--- config.mk ---
export PLATFORM = sky130hd
export DESIGN_NAME = ex_cp_issue_buffer
export DESIGN_NICKNAME = d
export VERILOG_FILES = /design/src/rtl/ex_cp_issue_buffer_pkg.sv /design/src/rtl/ex_cp_issue_buffer_rob_age_cmp.sv /design/src/rtl/ex_cp_issue_buffer.sv
export SDC_FILE = /design/constraint.sdc
export NUM_CORES = 2
export LEC_CHECK = 0
export BUFFER_PORTS_ARGS = -buffer_cell sky130_fd_sc_hd__buf_2
export CAP_MARGIN = 20
export CORE_ASPECT_RATIO = 2
export CORE_MARGIN = 5
export CORE_UTILIZATION = 56
export DETAILED_ROUTE_END_ITERATION = 7
export GPL_ROUTABILITY_DRIVEN = 0
export PLACE_DENSITY = 0.76
export SYNTH_ARGS = -nofsm -noshare
export SYNTH_HDL_FRONTEND = slang
export SYNTH_SLANG_ARGS = --single-unit
export TNS_END_PERCENT = 5
--- constraint.sdc ---
create_clock -name clock -period 6.8 [get_ports clock]
set_input_delay 1.36 -clock clock [delete_from_list [all_inputs] [get_ports clock]]
set_output_delay 1.36 -clock clock [all_outputs]
set_load 0.1 [all_outputs]
--- src/rtl/ex_cp_issue_buffer_pkg.sv ---
// Shared EX->complete packet types and ROB age helper (sys_defs slice).
// Defaults for `N, `XLEN and `NUM_ROBS_BITS apply only when the build does not provide them.
`ifndef N
  `define N 2
`endif
`ifndef XLEN
  `define XLEN 32
`endif
`ifndef NUM_ROBS_BITS
  `define NUM_ROBS_BITS 4
`endif

package ex_cp_issue_buffer_pkg;

  typedef struct packed {
    logic                      valid;
    logic [`NUM_ROBS_BITS-1:0] rob_id;
    logic [`XLEN-1:0]          result;
  } EX_CP_PACKET;

  typedef struct packed {
    EX_CP_PACKET pkt;
    logic        live;
  } EX_CP_BUF_ENTRY;

  // Distance from the ROB head; ROB size is a power of two so the subtraction wraps for free.
  function automatic logic [`NUM_ROBS_BITS-1:0] rob_age(
    input logic [`NUM_ROBS_BITS-1:0] id,
    input logic [`NUM_ROBS_BITS-1:0] head
  );
    return id - head;
  endfunction

endpackage

--- src/rtl/ex_cp_issue_buffer_rob_age_cmp.sv ---
// rob_age_cmp: flags an ROB id as younger than the squashing branch, relative to the ROB head.
`ifndef NUM_ROBS_BITS
  `define NUM_ROBS_BITS 4
`endif

module rob_age_cmp
  import ex_cp_issue_buffer_pkg::*;
(
  input  logic [`NUM_ROBS_BITS-1:0] id,
  input  logic [`NUM_ROBS_BITS-1:0] squash_id,
  input  logic [`NUM_ROBS_BITS-1:0] head,
  output logic                      younger
);

  assign younger = rob_age(id, head) > rob_age(squash_id, head);

endmodule

--- src/rtl/ex_cp_issue_buffer.sv ---
// ex_cp_issue_buffer: FIFO between FU results and the complete stage, with squash filtering.
// Optional perf counters are enabled with the EX_CP_PERF_COUNTERS_EN macro.
`ifndef N
  `define N 2
`endif
`ifndef NUM_ROBS_BITS
  `define NUM_ROBS_BITS 4
`endif

module ex_cp_issue_buffer
  import ex_cp_issue_buffer_pkg::*;
#(
  parameter int unsigned NUM_FU    = 4,
  parameter int unsigned BUF_DEPTH = 8,
  parameter int unsigned N         = `N
) (
  input  logic                             clock,
  input  logic                             reset,
  input  EX_CP_PACKET                      fu_pack [NUM_FU],
  output logic [NUM_FU-1:0]                fu_ready,
  input  logic                             need_to_squash,
  input  logic [`NUM_ROBS_BITS-1:0]        squash_younger_than,
  input  logic [`NUM_ROBS_BITS-1:0]        rob_head_pointer,
  output EX_CP_PACKET                      ex_pack [N],
  output logic [$clog2(BUF_DEPTH+1)-1:0]   buf_count
`ifdef EX_CP_PERF_COUNTERS_EN
  ,
  output logic [31:0]                      perf_stall_cycles,
  output logic [31:0]                      perf_squashed,
  output logic [31:0]                      perf_emitted
`endif
);

  localparam int unsigned PTR_W  = $clog2(BUF_DEPTH);
  localparam int unsigned CNT_W  = $clog2(BUF_DEPTH + 1);
  localparam int unsigned SLOT_W = (N > 1) ? $clog2(N) : 1;

  EX_CP_BUF_ENTRY      buf_q [BUF_DEPTH];
  EX_CP_BUF_ENTRY      buf_d [BUF_DEPTH];
  EX_CP_PACKET         ex_d  [N];
  logic [PTR_W-1:0]    head_q, head_d, tail_q, tail_d;
  logic [CNT_W-1:0]    count_q, count_d;
  logic [BUF_DEPTH-1:0] entry_young, entry_live;
  logic [NUM_FU-1:0]   fu_young;
  logic                accept_ok;
  int unsigned         win, slot, acc, idx;

  assign accept_ok = count_q <= CNT_W'(BUF_DEPTH - NUM_FU);
  assign fu_ready  = accept_ok ? '1 : '0;
  assign buf_count = count_q;

  for (genvar g = 0; g < BUF_DEPTH; g++) begin : g_entry_cmp
    rob_age_cmp u_cmp (
      .id        (buf_q[g].pkt.rob_id),
      .squash_id (squash_younger_than),
      .head      (rob_head_pointer),
      .younger   (entry_young[g])
    );
    assign entry_live[g] = buf_q[g].live && !(need_to_squash && entry_young[g]);
  end

  for (genvar g = 0; g < NUM_FU; g++) begin : g_fu_cmp
    rob_age_cmp u_cmp (
      .id        (fu_pack[g].rob_id),
      .squash_id (squash_younger_than),
      .head      (rob_head_pointer),
      .younger   (fu_young[g])
    );
  end

  // Pops and pushes never alias: accepting requires NUM_FU free slots beyond the live window.
  always_comb begin
    buf_d = buf_q;
    for (int unsigned i = 0; i < BUF_DEPTH; i++) buf_d[i].live = entry_live[i];
    for (int unsigned s = 0; s < N; s++) ex_d[s] = '0;
    win  = (32'(count_q) < N) ? 32'(count_q) : N;
    slot = 0;
    acc  = 0;
    idx  = 0;
    for (int unsigned j = 0; j < N; j++) begin
      if (j < win) begin
        idx = (32'(head_q) + j) % BUF_DEPTH;
        if (entry_live[PTR_W'(idx)]) begin
          ex_d[SLOT_W'(slot)]       = buf_q[PTR_W'(idx)].pkt;
          ex_d[SLOT_W'(slot)].valid = 1'b1;
          slot = slot + 1;
        end
        buf_d[PTR_W'(idx)].live = 1'b0;
      end
    end
    for (int unsigned f = 0; f < NUM_FU; f++) begin
      if (fu_pack[f].valid && accept_ok) begin
        idx = (32'(tail_q) + acc) % BUF_DEPTH;
        buf_d[PTR_W'(idx)].pkt  = fu_pack[f];
        buf_d[PTR_W'(idx)].live = !(need_to_squash && fu_young[f]);
        acc = acc + 1;
      end
    end
    head_d  = PTR_W'((32'(head_q) + win) % BUF_DEPTH);
    tail_d  = PTR_W'((32'(tail_q) + acc) % BUF_DEPTH);
    count_d = CNT_W'(32'(count_q) + acc - win);
  end

  always_ff @(posedge clock) begin
    if (!reset) begin
      head_q  <= '0;
      tail_q  <= '0;
      count_q <= '0;
      for (int unsigned i = 0; i < BUF_DEPTH; i++) buf_q[i] <= '0;
      for (int unsigned s = 0; s < N; s++) ex_pack[s] <= '0;
    end else begin
      head_q  <= head_d;
      tail_q  <= tail_d;
      count_q <= count_d;
      buf_q   <= buf_d;
      ex_pack <= ex_d;
    end
  end

`ifdef EX_CP_PERF_COUNTERS_EN
  int unsigned sq_inc;
  logic        any_fu_valid;

  function automatic logic [31:0] sat_add(input logic [31:0] a, input int unsigned b);
    logic [32:0] s;
    s = {1'b0, a} + 33'(b);
    return s[32] ? '1 : s[31:0];
  endfunction

  always_comb begin
    sq_inc       = 0;
    any_fu_valid = 1'b0;
    for (int unsigned i = 0; i < BUF_DEPTH; i++)
      if (buf_q[i].live && need_to_squash && entry_young[i]) sq_inc = sq_inc + 1;
    for (int unsigned f = 0; f < NUM_FU; f++) begin
      any_fu_valid = any_fu_valid | fu_pack[f].valid;
      if (fu_pack[f].valid && accept_ok && need_to_squash && fu_young[f]) sq_inc = sq_inc + 1;
    end
  end

  always_ff @(posedge clock) begin
    if (!reset) begin
      perf_stall_cycles <= '0;
      perf_squashed     <= '0;
      perf_emitted      <= '0;
    end else begin
      perf_stall_cycles <= sat_add(perf_stall_cycles, (!accept_ok && any_fu_valid) ? 1 : 0);
      perf_squashed     <= sat_add(perf_squashed, sq_inc);
      perf_emitted      <= sat_add(perf_emitted, slot);
    end
  end
`endif

endmodule

==> flow_summary.json <==
{
  "run_status": "finished with violations",
  "violations": "DRC",
  "rows": 116,
  "ff2ff_path_depth": 15,
  "setup-violations-final": 0,
  "r2r_slack_ps": 1670,
  "required_ps": 7240,
  "area_delta_synth_final_pct": 7.74,
  "io_pins": 241,
  "drc_errors": 3,
  "ys_seq_elements": 380,
  "grt-ovfl-total": 0,
  "hold_viol_final": 0,
  "hp-class": "register to register",
  "cp_slowest_stage_delay_ps": 940,
  "vias_per_cell": 7.50,
  "p_leak_uw": 0.0112,
  "cts_sinks": 380,
  "worstHoldStart": "buf_q[161]",
  "dieArea_um2": 54900,
  "holdPathEnd": "ex_pack[45]",
  "cp_slowest_cell": "or4_4",
  "cts_resized": 0,
  "ant_nets": 0,
  "grt_pass1_vias": 30400,
  "arrival_ps": 5640,
  "core_um2": 49800,
  "synth_fp_nets": 3759,
  "cts_inserted_buffers": 37,
  "path_cells": "buf_2, inv_1, buf_4, ha_1, a21o_1, a21oi_1, xnor2_1, ha_1, o21a_1, a221o_1, a31oi_2, o22ai_1, or4_4, o32ai_1",
  "cts_root_buffer": "clkbuf_16",
  "syn_area_per_cell_um2": 8.03,
  "synth_edf_count": 0,
  "r2r-end": "buf_q[235]",
  "cts_buffer_depth": 3,
  "dp_hpwl_um": 70300,
  "dieHeight_um": 326,
  "seq_area_frac_synth_pct": 27.1,
  "fin_util_pct": 60.7,
  "max_cap_viol_count": 0,
  "endpoint_kind": "register",
  "fin_crit_sh_pct": 76.3,
  "drtIter0Drc": 4358,
  "yosys_warnings": 0,
  "tns_ps": 0,
  "layout-drive-gt1-share_pct": 14.6,
  "wire_per_inst_um": 29.3,
  "grt_pass1_wl_um": 178000,
  "final_common_cell": "a21oi_1",
  "floorplan.initialDensity_pct": 56.3,
  "crit_buf_inv": 3,
  "grt_use_total_pct": 41.3,
  "cts_tree": "done",
  "die_w_um": 168,
  "wirelength_um": 120000,
  "htree_levels": 2,
  "vias": 30600,
  "async_flop_share_pct": 0,
  "grt_antenna_before_repair": 33,
  "cpMostUsedCell": "ha_1",
  "post_cts_buffers": 0,
  "post-route-min-period_ps": 5190,
  "worstSetupPathType": "primary input to register",
  "postCtsHoldBufs": 0,
  "first_pass_iters": 8,
  "final_nets": 3651,
  "cts.reportedPaths.clkPinSlew_ps": 70,
  "slew_headroom_pct": 17.2,
  "rsz0062_at_grt": "false",
  "fmax_mhz": 193,
  "synth_cell_types": 68,
  "clkLatencyLatePin_ps": 590,
  "drv_slew": 0,
  "ys.flop_type": "dfxtp_1",
  "r2r_start": "buf_count[0]",
  "grt_start_max_net_pins": 133,
  "fin_worst_skew_ps": 30.1,
  "netlist_area_um2": 28000,
  "final_cell_mix": "606 x a21oi_1, 379 x dfxtp_1, 338 x nor2_1",
  "powerDensity_nw_per_um2": 478,
  "numPortBuffers": 240,
  "peakVddDrop_uv": 614,
  "path_max_fanout": 74,
  "worstMarginPinSlew_ps": 1240,
  "holdPathStages": 3,
  "finalPower_uw": 14400,
  "cp_top_family": "compound AO/OA/AOI/OAI gates",
  "synthCells": 3491,
  "startpoint_type": "primary input"
}
stage by stage:
step	cell area [um^2]	worst slack, ps	hold slack (ps)	std cells
2_1_floorplan	28000	1410	584	3491
3_3_place_gp	28900	1270	615	3992
3_5_place_dp	28900	1110	645	3992
4_1_cts	30100	1700	657	4059
5_1_grt	30200	1330	698	4076
6_report	30200	1610	663	4082
logic make-up (layout without fill, tap and decap cells):
family	count (synthesis)	after routing	synth area share, %
buf+inv	512	432	7.58
xor+xnor	67	67	2.16
compound gates	1455	1455	31.2
other cells	0	22	0
mux	396	396	17.3
fa+ha+maj	113	113	5.49
flops	380	380	27.1
simple gates	568	568	9.15
synth_stat cells, drive strengths merged (8+ instances only):
| library cell | number | area share (%) |
|---|---|---|
| or4 | 32 | 0.87 |
| clkbuf | 337 | 4.5 |
| o32ai | 36 | 1.7 |
| dfxtp | 380 | 27 |
| a21o | 14 | 0.37 |
| xor2 | 13 | 0.41 |
| nand3 | 17 | 0.30 |
| xnor2 | 54 | 1.8 |
| fa | 18 | 1.3 |
| mux4 | 72 | 5.8 |
| or3 | 8 | 0.18 |
| o22ai | 144 | 3.2 |
| buf | 111 | 2.2 |
| nand2 | 48 | 0.64 |
| mux2i | 324 | 12 |
| inv | 63 | 0.84 |
| and2 | 8 | 0.18 |
| ha | 91 | 4.1 |
| nor2 | 341 | 4.6 |
| nand4 | 18 | 0.40 |
| nor2b | 18 | 0.40 |
| nor3 | 54 | 0.96 |
| o21ai | 305 | 5.4 |
| a21oi | 606 | 11 |
| a211oi | 288 | 7.7 |
area by class of cell:
| type | count | area [um^2] |
|---|---|---|
| Sequential cell | 380 | 7610 |
| Inverter | 64 | 240 |
| Clock inverter | 13 | 149 |
| Fill cell | 4326 | 19600 |
| Antenna cell | 22 | 55.1 |
| Multi-Input combinational cell | 2599 | 18500 |
| Clock buffer | 54 | 1100 |
| Tap cell | 649 | 812 |
| Timing Repair Buffer | 301 | 1740 |
worst max-delay path by stage:
stage	startpoint	cells after the start	slack [ps]	to
3_3_place_gp	rob_head_pointer[0]	11	1270	ex_pack[43]
3_5_place_dp	rob_head_pointer[1]	14	1110	ex_pack[71]
4_1_cts	rob_head_pointer[1]	14	1700	ex_pack[71]
6_report	rob_head_pointer[1]	14	1610	ex_pack[71]
5_1_grt	buf_count[0]	15	1330	buf_q[235]
2_1_floorplan	rob_head_pointer[1]	14	1410	ex_pack[48]
registers in the layout, indices dropped and copies added, names as in the netlist:
signal and cells:
ex_pack 74, buf_q 296, head_q 3, tail_q 3
buf_count 4
worst min-delay path: cells and delay by family, from the launching register on:
kind             cells  cell delay [ps]
AO/OA/AOI/OAI        2              170
flip-flops           1              320
AND/OR/NAND/NOR      1              130
metal layers:
metal | vias up | GRT usage (%) | part of all wire (%)
met1 | 14100 | 45.0 | 31
met4 | 20 | 37.3 | 11
li1 | 12800 | - | -
met5 | - | 0 | 0.11
met2 | 2687 | 64.2 | 44
met3 | 1016 | 11.8 | 14
where the power goes:
| part | total (uW) | internal (uW) | switching, uW | leakage (uW) |
|---|---|---|---|---|
| logic | 8660 | 3020 | 5640 | 0.00744 |
| clock network | 2210 | 1210 | 998 | 0.000622 |
| registers | 3560 | 2890 | 667 | 0.00310 |
Power figures use the tool's default switching activity.
